--- src/rtl/uart_tx_cfg.sv ---
// Configurable UART transmitter: start bit, LSB-first data, optional parity, 1-2 stop bits.
// One word per valid/ready handshake; every output is registered.
module uart_tx_cfg #(
  parameter int CLKS_PER_BIT = 868,
  parameter int DATA_W       = 8,
  parameter int PARITY       = 0,
  parameter int STOP_BITS    = 1
) (
  input  logic              clk,
  input  logic              rst_n,
  input  logic [DATA_W-1:0] tx_data,
  input  logic              tx_valid,
  output logic              tx_ready,
  output logic              tx,
  output logic              busy,
  output logic              tx_done
);

  generate
    if (CLKS_PER_BIT < 2 || DATA_W < 5 || DATA_W > 9 || PARITY < 0 || PARITY > 2 ||
        (STOP_BITS != 1 && STOP_BITS != 2)) begin : g_bad_param
      $error("uart_tx_cfg: illegal parameter combination");
    end
  endgenerate

  localparam int CNT_W = $clog2(CLKS_PER_BIT);
  localparam int IDX_W = $clog2(DATA_W);
  localparam logic [CNT_W-1:0] CNT_LAST       = CNT_W'(CLKS_PER_BIT - 1);
  localparam logic [IDX_W-1:0] IDX_DATA_LAST  = IDX_W'(DATA_W - 1);
  localparam logic [IDX_W-1:0] IDX_STOP_LAST  = IDX_W'(STOP_BITS - 1);

  typedef enum logic [2:0] {
    S_IDLE   = 3'd0,
    S_START  = 3'd1,
    S_DATA   = 3'd2,
    S_PARITY = 3'd3,
    S_STOP   = 3'd4
  } state_e;

  state_e             state_q, state_d;
  logic [CNT_W-1:0]   cnt_q, cnt_d;
  logic [IDX_W-1:0]   idx_q, idx_d;
  logic [DATA_W-1:0]  shift_q, shift_d;
  logic               par_q, par_d;
  logic               tx_q, tx_d;
  logic               ready_q, ready_d;
  logic               busy_q, busy_d;
  logic               done_q, done_d;
  logic               bit_end;

  assign bit_end = (cnt_q == CNT_LAST);

  always_comb begin
    state_d = state_q;
    cnt_d   = cnt_q;
    idx_d   = idx_q;
    shift_d = shift_q;
    par_d   = par_q;
    done_d  = 1'b0;

    case (state_q)
      S_IDLE: begin
        cnt_d = '0;
        idx_d = '0;
        // ready_q is low for one cycle after reset, so a held tx_valid waits for it.
        if (tx_valid && ready_q) begin
          shift_d = tx_data;
          par_d   = (PARITY == 2) ? ~^tx_data : ^tx_data;
          state_d = S_START;
        end
      end
      S_START: begin
        if (bit_end) begin
          cnt_d   = '0;
          state_d = S_DATA;
        end else begin
          cnt_d = cnt_q + CNT_W'(1);
        end
      end
      S_DATA: begin
        if (bit_end) begin
          cnt_d   = '0;
          shift_d = shift_q >> 1;
          if (idx_q == IDX_DATA_LAST) begin
            idx_d   = '0;
            state_d = (PARITY != 0) ? S_PARITY : S_STOP;
          end else begin
            idx_d = idx_q + IDX_W'(1);
          end
        end else begin
          cnt_d = cnt_q + CNT_W'(1);
        end
      end
      S_PARITY: begin
        if (bit_end) begin
          cnt_d   = '0;
          state_d = S_STOP;
        end else begin
          cnt_d = cnt_q + CNT_W'(1);
        end
      end
      S_STOP: begin
        if (bit_end) begin
          cnt_d = '0;
          if (idx_q == IDX_STOP_LAST) begin
            idx_d   = '0;
            state_d = S_IDLE;
            done_d  = 1'b1;
          end else begin
            idx_d = idx_q + IDX_W'(1);
          end
        end else begin
          cnt_d = cnt_q + CNT_W'(1);
        end
      end
      default: begin
        state_d = S_IDLE;
        cnt_d   = '0;
        idx_d   = '0;
      end
    endcase

    // Line level is derived from the next state so tx changes on the same edge as the state.
    case (state_d)
      S_START:  tx_d = 1'b0;
      S_DATA:   tx_d = shift_d[0];
      S_PARITY: tx_d = par_d;
      default:  tx_d = 1'b1;
    endcase

    ready_d = (state_d == S_IDLE);
    busy_d  = (state_d != S_IDLE);
  end

  always_ff @(posedge clk) begin
    if (!rst_n) begin
      state_q <= S_IDLE;
      cnt_q   <= '0;
      idx_q   <= '0;
      shift_q <= '0;
      par_q   <= 1'b0;
      tx_q    <= 1'b1;
      ready_q <= 1'b0;
      busy_q  <= 1'b0;
      done_q  <= 1'b0;
    end else begin
      state_q <= state_d;
      cnt_q   <= cnt_d;
      idx_q   <= idx_d;
      shift_q <= shift_d;
      par_q   <= par_d;
      tx_q    <= tx_d;
      ready_q <= ready_d;
      busy_q  <= busy_d;
      done_q  <= done_d;
    end
  end

  assign tx       = tx_q;
  assign tx_ready = ready_q;
  assign busy     = busy_q;
  assign tx_done  = done_q;

endmodule

--- config.mk ---
export PLATFORM = sky130hd
export DESIGN_NAME = uart_tx_cfg
export DESIGN_NICKNAME = d
export VERILOG_FILES = /design/src/rtl/uart_tx_cfg.sv
export SDC_FILE = /design/constraint.sdc
export NUM_CORES = 1
export LEC_CHECK = 0
export BUFFER_PORTS_ARGS = -buffer_cell sky130_fd_sc_hd__buf_4
export CORE_MARGIN = 3
export CORE_UTILIZATION = 45
export DETAILED_ROUTE_END_ITERATION = 6
export PLACE_DENSITY = 0.75
export SYNTH_ARGS = -nofsm -noshare
export SYNTH_HDL_FRONTEND = slang
export SYNTH_SLANG_ARGS = --single-unit
--- constraint.sdc ---
create_clock -name clk -period 1.9 [get_ports clk]
set_input_delay 0.38 -clock clk [delete_from_list [all_inputs] [get_ports clk]]
set_output_delay 0.38 -clock clk [all_outputs]
set_load 0.1 [all_outputs]
==> metrics.cfg, run 1 <==
[die]
die-area_um2=3870
die_x_um=62.2
fp.coreArea_um2=2880
initial_core_util_pct=49.4
io_pins=15
rows=19
die_h_um=62.2

[cts]
cts_buffers=5
clk_pin_slew_ns=0.10
clock_tree.root_cell=clkbuf_4
cts_tree=done
worstSkewPairLatency_ns=0.33
ctsHtreeMaxLevel=2
cts.sinks=29
cts_hold_buf=0
clockBufferDepth=2

[timing]
tightest_slew_ns=0.459
relSlewSlack_pct=69.4
holdWs_ns=0.333
timing.setup.tns_ns=-0.420
slew_viol_final=0
fin_ws_ns=-0.100
fmax_mhz=500
timing.final.crit_share_pct=105
finalCriticalPeriod_ns=2.00
rsz0062_at_grt=true
setup_viol=11
final_hold_viol_count=0
fin_skew_ns=0.00828

[pwr]
powerDensity_nw_per_um2=739
ir_worst_vdd_uv=386
power_leakage_nw=0.729
power_w=0.00138

[global_route]
grt_pass1_vias=1305
antenna_found_initial=0
track_usage_pct=19.1
grt_max_degree=21
grt_remaining_overflow=0
grt_pass1_wl_um=5890

[worst_setup_path]
crit_path_end_kind=register
worst_r2r_endpoint=idx_q[2]
start_kind=register
path_class=register to register
rr_worst_depth=5
r2r_slack_ns=-0.10
worstPathCellList=or4b_4 > or3_4 > o21ai_1 > a21oi_1 > o221a_2
max_stage_delay_ns=0.57
slowest_stage=or4b_4
crit_arrival_ns=2.23
r2r_start=cnt_q[2]
critPathRequiredTime_ns=2.13
cp_max_fo=6
cp-startpoint=cnt_q[2]

[layout]
regArea_um2=583
nNetsFinal=208
areaGrowthSynthToFinish_pct=31.9
drive_gt1_share_pct=30.9
num_antenna_cells=0
multi_input_area_um2=873
nFillCells=236

[place]
preCtsSetupSlack_ns=-0.165
place.port_buffers=14
gp_congestion=0.800
hpwl_um=2330

[yosys]
ys_types=37
ys_warn_count=0
ys_seq_area_share_pct=40.9
async_flop_share_pct=0
synth_top_area_share_pct=40.9
synth-edff-count=0
ys_top_cells_by_count=dfxtp_1, nor2_1, nand2_1, xnor2_1, a21oi_1
synthTopCellsByArea=dfxtp_1, xnor2_1, nor2_1
syn_inst=158
yosysTopAreaCell=dfxtp_1
ys_ff_latch=29
synth.most_common_cell=dfxtp_1
syn_area_um2=1420
synth_nets=173
synth_ff_type=dfxtp_1
syn-mean-instance-area_um2=8.99

[worst_hold_path]
min_to=shift_q[7]
min_delay_path_depth=3
hold_class=input pin to register
hp-start=tx_data[7]

[route]
drtAntennaViolNets=0
wl_um=3360
drtPass1Iterations=4
via_count=1253
first_iter_violations=86
drc=0
viasPerCell=5.31
wl_per_cell_um=14.2

[status]
violations=negative setup slack
status=finished with violations

[flow_run]
drv_cap=0

-- critical path: cells and delay by family, from the launching register on --
family | cells | cell delay (ns)
AOI/OAI and AO/OA | 3 | 0.55
and+or+nand+nor | 2 | 1.03
DFF | 1 | 0.32
-- kinds of logic after synthesis --
family	synth area share [%]
compound gates	16.4
xor+xnor	9.25
fa+ha+maj	3.52
buf+inv	3.17
flops	40.9
mux	0.705
simple gates	26.1
-- timing repair --
action                                  in CTS  in global routing
resized for setup                            9                  3
setup buffers                                1                  0
gates cloned                                 1                  0
pin swaps                                    7                  2
endpoints found under the setup margin      11                 14
-- stage by stage --
step | utilization, % | std cells | area, µm²
global route | 65.1 | 236 | 1870
finish | 65.1 | 236 | 1870
global placement | 59.9 | 226 | 1720
floorplan | - | 158 | 1450
CTS | 64.8 | 236 | 1860
detailed placement | 59.9 | 226 | 1720
-- where the power goes --
group / leakage (nW) / switching [W] / internal, W / total (W)
logic: 0.447 / 0.000127 / 0.0000821 / 0.000209
registers: 0.236 / 0.0000116 / 0.000630 / 0.000642
clock network: 0.0455 / 0.000220 / 0.000314 / 0.000534
-- layout by cell type, fill, tap and decap left out, drive strengths merged, types with 2 or more instances in the layout --
cell and instances:
inv 4, or3 2, o21ai 4, o221a 2
o21a 2, xnor2 11, nor2b 7, nor4 2
nand2 12, buf 33, dfxtp 29, or3b 2
nor3b 2, nand3 3, xor2 4, a21boi 7
a21oi 8, nand2b 3, nor2 18, and3 4
ha 4, or4 2, clkbuf 7, and2 3
a22oi 7
-- flip-flops by register name, indices dropped and copies added, names as in the netlist --
register,count
cnt_q,10
idx_q,3
state_q,3
tx_done,1
busy,1
par_q,1
shift_q,8
tx,1
tx_ready,1
-- worst max path at each step --
stage	depth (start not counted)	end	slack [ns]
6_report	5	idx_q[2]	-0.10
5_1_grt	5	idx_q[2]	-0.15
4_1_cts	6	tx	-0.07
3_5_place_dp	5	tx	-0.16
3_3_place_gp	5	tx	-0.08
2_1_floorplan	5	idx_q[2]	-0.13
-- area by class of cell --
| class | instances | share of cell area, % |
|---|---|---|
| inverters | 4 | 0.802 |
| well taps | 42 | 2.81 |
| clock buffers | 7 | 2.94 |
| clock inverters | 1 | 1.60 |
| flip-flops and latches | 29 | 31.1 |
| repair buffers | 33 | 14.1 |
| multi-input cells | 120 | 46.6 |
-- per-layer routing --
layer | up-vias | GRT usage, % | wire length, µm
met5 | - | 0 | 0
met4 | 0 | 8.01 | 60
met2 | 34 | 33.1 | 1710
met1 | 593 | 21.6 | 1420
li1 | 620 | - | -
met3 | 6 | 5.95 | 171
No activity file was read; power rests on OpenSTA's default activity.
==> inputs of run 2 (changes only) <==
Settings changed: PLACE_DENSITY 0.75 to 0.73.
Clock period 1.9 ns to 2.3 ns, I/O delays scaled along.
==> run 2 against run 1 <==
Compared with the run above: the flow now finishes without violations; worst hold slack improved by 0.072 ns; non-clock buffer count fell by 18; global-route usage fell by 2.9 points; combinational power fell by 27%; critical path depth did not move; cell count fell by 8.5%; register-to-register slack improved by 0.27 ns; first-iteration DRC count fell by 37%; worst setup slack improved by 0.27 ns; sequential share of layout area rose by 4.9 points; maximum frequency fell by 6.1%.
==> metrics.cfg, run 2 (synthesis results as in run 1) <==
[layout]
regMostFlops=cnt_q
top_regs=cnt_q x10, shift_q x8
multi_input_area_um2=795  ; -9.0%
fin_util_pct=56.0  ; -9.1 points
nNetsFinal=189  ; -9.1%
areaGrowthSynthToFinish_pct=13.4
drive_gt1_share_pct=17.2  ; -14 points
largest_register_ffs=10  ; unchanged
regArea_um2=581  ; -0.43%
instances_no_fill=216  ; -8.5%
mostFrequentLayoutCells=dfxtp_1, nor2_1, buf_4
num_antenna_cells=0  ; unchanged
mostFrequentLayoutCell=dfxtp_1
nFillCells=277  ; +17%

[place]
place_inst=209  ; -7.5%
place.port_buffers=14  ; unchanged
hpwl_um=2080  ; -11%
gp_congestion=0.782  ; -2.2%

[worst_setup_path]
max_stage_delay_ns=0.57  ; about the same
start_kind=register
critPathRequiredTime_ns=2.54  ; +0.41 ns
crit_arrival_ns=2.37  ; +0.14 ns
slowest_stage=or4b_4
crit_path_end_kind=register
cp_max_fo=12  ; +6
cp-endpoint=tx
cp-startpoint=cnt_q[3]
rr_worst_depth=5  ; unchanged
worst_r2r_endpoint=tx
r2r_slack_ns=0.17  ; +0.27 ns
path_class=register to register
worstPathCellList=or4b_4 > or3_4 > a21oi_1 > nor2b_1 > a221oi_2
r2r_start=cnt_q[3]

[timing]
timing.setup.tns_ns=0  ; +0.420 ns
fin_skew_ns=0.0133  ; +0.00503 ns
fmax_mhz=469  ; -6.1%
final_hold_viol_count=0  ; unchanged
setup_viol=0  ; -11
timing.final.crit_share_pct=92.6  ; -13 points
rsz0062_at_grt=false
tightest_slew_ns=0.452  ; -0.00700 ns
finalCriticalPeriod_ns=2.13  ; +0.130 ns
slew_viol_final=0  ; unchanged
relSlewSlack_pct=69.9  ; +0.47 points

[status]
status=finished, final reports clean

[die]
die_x_um=62.2  ; unchanged
io_pins=15  ; unchanged
fp.coreArea_um2=2880  ; unchanged
initial_core_util_pct=49.4  ; unchanged
die-area_um2=3870  ; unchanged
rows=19  ; unchanged
die_h_um=62.2  ; unchanged

[route]
wl_um=2870  ; -15%
drtPass1Iterations=4  ; unchanged
wl_per_cell_um=13.3  ; -6.8%
drtAntennaViolNets=0  ; unchanged
drc=0  ; unchanged
first_iter_violations=54  ; -37%
via_count=1131  ; -9.7%
viasPerCell=5.24  ; -1.4%

[cts]
cts_resized=0  ; -9
cts.sinks=29  ; unchanged
cts_buffers=5  ; unchanged
worstSkewPairLatency_ns=0.33  ; about the same
ctsHtreeMaxLevel=2  ; unchanged
clk_pin_slew_ns=0.09  ; about the same
cts_tree=done
post_cts.repair.setup_buffers=0  ; -1
cts_hold_buf=0  ; unchanged
clockBufferDepth=2  ; unchanged
clock_tree.root_cell=clkbuf_4

[pwr]
powerDensity_nw_per_um2=622  ; -16%
power_leakage_nw=0.586  ; -20%
ir_worst_vdd_uv=303  ; -22%
power_w=0.00100  ; -28%

[global_route]
track_usage_pct=16.2  ; -2.9 points
antenna_found_initial=0  ; unchanged
grt_remaining_overflow=0  ; unchanged
grt_pass1_vias=1108  ; -15%
grt_pass1_wl_um=4950  ; -16%
grt_max_degree=21  ; unchanged

[flow_run]
drv_cap=0  ; unchanged

[worst_hold_path]
hold_class=input pin to register

## run 2: cell count changes in the layout (fill, tap and decap cells not counted), moves of 2 or more
cell     previous run  this run
a21oi_2             3         0
dfxtp_1            27        29
buf_4              31        15
a21oi_1             4         8
dfxtp_2             2         0
## run 2: worst max-delay path, delay by kind of cell, from the launching register on
family	cells	cell delay, ns
simple gates	3	1.13
compound gates	2	0.56
flops	1	0.35
## run 2: through the flow
stage          hold WS (ns)  cell area (µm²)  setup WS [ns]
2_1_floorplan         0.426             1420          0.186
4_1_cts               0.399             1610          0.198
3_3_place_gp          0.442             1560          0.243
3_5_place_dp          0.451             1560          0.225
6_report              0.405             1610          0.169
5_1_grt               0.402             1610         0.0761
## run 2: final cells by class
cell class | instances | area share (%)
inverter | 4 | 0.932
clock buffer | 7 | 3.42
timing repair buffer | 15 | 6.99
sequential | 29 | 36.1
tap | 42 | 3.26
multi-input combinational | 119 | 49.3
## run 2: per-layer routing
metal / GRT usage (%) / part of all wire (%) / vias up
met1: 19.1 / 47 / 516
li1: - / - / 580
met4: 7.46 / 2.1 / 0
met3: 5.95 / 5.0 / 6
met2: 26.1 / 46 / 29
met5: 0 / 0 / -
## run 2: worst min-delay path by stage
stage                       to  slack, ns       start  depth (start not counted)
floorplan             cnt_q[0]       0.43    cnt_q[0]                          1
global placement      cnt_q[0]       0.44    cnt_q[0]                          1
detailed placement    cnt_q[0]       0.45    cnt_q[0]                          1
CTS                 shift_q[7]       0.40  tx_data[7]                          3
global route        shift_q[7]       0.40  tx_data[7]                          3
finish              shift_q[7]       0.40  tx_data[7]                          3
## run 2: power by group
part	internal, W	leakage (nW)	switching (W)
Combinational	0.0000565	0.319	0.0000962
Clock	0.000144	0.0314	0.000173
Sequential	0.000520	0.235	0.0000118
Total	0.000721	0.586	0.000281
==> inputs of run 3 (changes only) <==
Settings changed: REMOVE_ABC_BUFFERS set to 1.
==> run 3 against run 2 <==
Compared with the run above: combinational power about the same; critical path depth did not move; register-to-register slack got worse by 0.02 ns; worst hold slack better by 0.0068 ns; via count up 2.9%; wire length fell by 1.8%; clock-buffer cell count stayed put; cell count up 0.93%; sequential share of layout area fell by 0.33 points; clock skew is 0.0026 ns lower; utilization is 0.52 points higher; die area is the same; critical path type unchanged.
==> metrics.cfg, run 3 (synthesis results as in run 1) <==
[status]
status=finished, final reports clean

[route]
met2_length_um=1360  ; +2.4%
drtPass1Iterations=4  ; unchanged
drtAntennaViolNets=0  ; unchanged
first_iter_violations=54  ; unchanged
wl_met3_um=149  ; +4.2%
viasPerCell=5.34  ; +2.0%
drc=0  ; unchanged
m1WireLength_um=1260  ; -5.5%
wl_um=2820  ; -1.8%
via_count=1164  ; +2.9%
routed.top_layer=met4
wl_per_cell_um=12.9  ; -2.7%

[global_route]
grt_max_degree=21  ; unchanged
track_usage_pct=15.7  ; -0.52 points
grt_remaining_overflow=0  ; unchanged
grt_pass1_vias=1150  ; +3.8%
grt_pass1_wl_um=4970  ; +0.28%
antenna_found_initial=0  ; unchanged

[layout]
largest_register_ffs=10  ; unchanged
top_regs=cnt_q x10, shift_q x8
final_area_um2=1630  ; +0.93%
drive_gt1_share_pct=18.2  ; +0.94 points
mostFrequentLayoutCells=dfxtp_1, nor2_1, buf_4
nNetsFinal=191  ; +1.1%
regMostFlops=cnt_q
areaGrowthSynthToFinish_pct=14.4
num_antenna_cells=0  ; unchanged
mostFrequentLayoutCell=dfxtp_1

[worst_hold_path]
hold_class=input pin to register

[cts]
worstSkewPairLatency_ns=0.32  ; about the same
cts.sinks=29  ; unchanged
post_cts.repair.setup_buffers=0  ; unchanged
clockBufferDepth=2  ; unchanged
cts_hold_buf=0  ; unchanged
ctsHtreeMaxLevel=2  ; unchanged
clk_pin_slew_ns=0.09  ; about the same
cts_tree=done
cts_resized=0  ; unchanged
cts_buffers=5  ; unchanged
clock_tree.root_cell=clkbuf_4

[place]
hpwl_um=2090  ; +0.32%
place.port_buffers=14  ; unchanged
gp_congestion=0.872  ; +11%
dpl_cell_area_um2=1570  ; +0.97%

[timing]
relSlewSlack_pct=65.8  ; -4.1 points
timing.setup.tns_ns=0  ; unchanged
tightest_slew_ns=0.509  ; +0.0576 ns
slew_viol_final=0  ; unchanged
fin_skew_ns=0.0107  ; -0.00259 ns
fmax_mhz=465  ; -0.87%
finalCriticalPeriod_ns=2.15  ; +0.0188 ns
timing.final.crit_share_pct=93.5  ; +0.82 points
rsz0062_at_grt=false
setup_viol=0  ; unchanged
final_hold_viol_count=0  ; unchanged

[flow_run]
drv_cap=0  ; unchanged

[die]
io_pins=15  ; unchanged
die-area_um2=3870  ; unchanged
fp.coreArea_um2=2880  ; unchanged
die_x_um=62.2  ; unchanged
rows=19  ; unchanged
die_h_um=62.2  ; unchanged
initial_core_util_pct=49.4  ; unchanged

[worst_setup_path]
worstPathCellList=or4b_4 > or3_4 > a21oi_1 > nor2b_1 > a221oi_2
crit_path_end_kind=register
crit_arrival_ns=2.38  ; about the same
start_kind=register
critPathRequiredTime_ns=2.53  ; about the same
cp_max_fo=12  ; unchanged
path_class=register to register
max_stage_delay_ns=0.57  ; about the same
slowest_stage=or4b_4

[pwr]
power_leakage_nw=0.595  ; +1.7%
ir_worst_vdd_uv=374  ; +24%
powerDensity_nw_per_um2=610  ; -1.9%

-- run 3: cell count changes in the layout (fill, tap and decap cells not counted), sizes merged --
cell  delta
buf      +2
-- run 3: per-stage QoR --
| step | utilization [%] | power, W | hold WS (ns) | setup WS, ns | cells |
|---|---|---|---|---|---|
| floorplan | - | 0.000650 | 0.426 | 0.228 | 152 |
| global placement | 54.6 | 0.000693 | 0.443 | 0.281 | 211 |
| detailed placement | 54.6 | 0.000698 | 0.455 | 0.207 | 211 |
| CTS | 56.5 | 0.00100 | 0.406 | 0.170 | 218 |
| global route | 56.5 | 0.00104 | 0.424 | 0.0513 | 218 |
| finish | 56.5 | 0.000991 | 0.412 | 0.150 | 218 |
-- run 3: area by class of cell --
type / count / area, µm²
Timing Repair Buffer: 17 / 128
Multi-Input combinational cell: 119 / 795
Fill cell: 265 / 1250
Sequential cell: 29 / 581
Clock buffer: 7 / 55.1
Tap cell: 42 / 52.6
Inverter: 4 / 15.0
-- run 3: worst paths after layout --
kind / startpoint / end / slack, ns / cells after the start
setup reg to reg: cnt_q[3] / tx / 0.15 / 5
hold / removal: tx_data[7] / shift_q[7] / 0.41 / 3
setup / recovery: cnt_q[3] / tx / 0.15 / 5
hold reg to reg: shift_q[1] / shift_q[1] / 0.47 / 2
-- run 3: worst max-delay path, delay by kind of cell (launching register included) --
kind,cells,cell delay [ns]
simple gates,3,1.14
compound gates,2,0.56
flops,1,0.35
-- run 3: power breakdown --
group | leakage, nW | total [W] | switching [W] | internal [W]
combinational | 0.329 | 0.000155 | 0.0000967 | 0.0000579
sequential | 0.235 | 0.000531 | 0.0000108 | 0.000520
clock | 0.0314 | 0.000306 | 0.000162 | 0.000144
-- run 3: layer usage --
metal	up-vias	track usage [%]
li1	579	-
met1	542	20.0
met2	36	24.6
met3	7	4.50
met4	0	6.63
met5	-	0
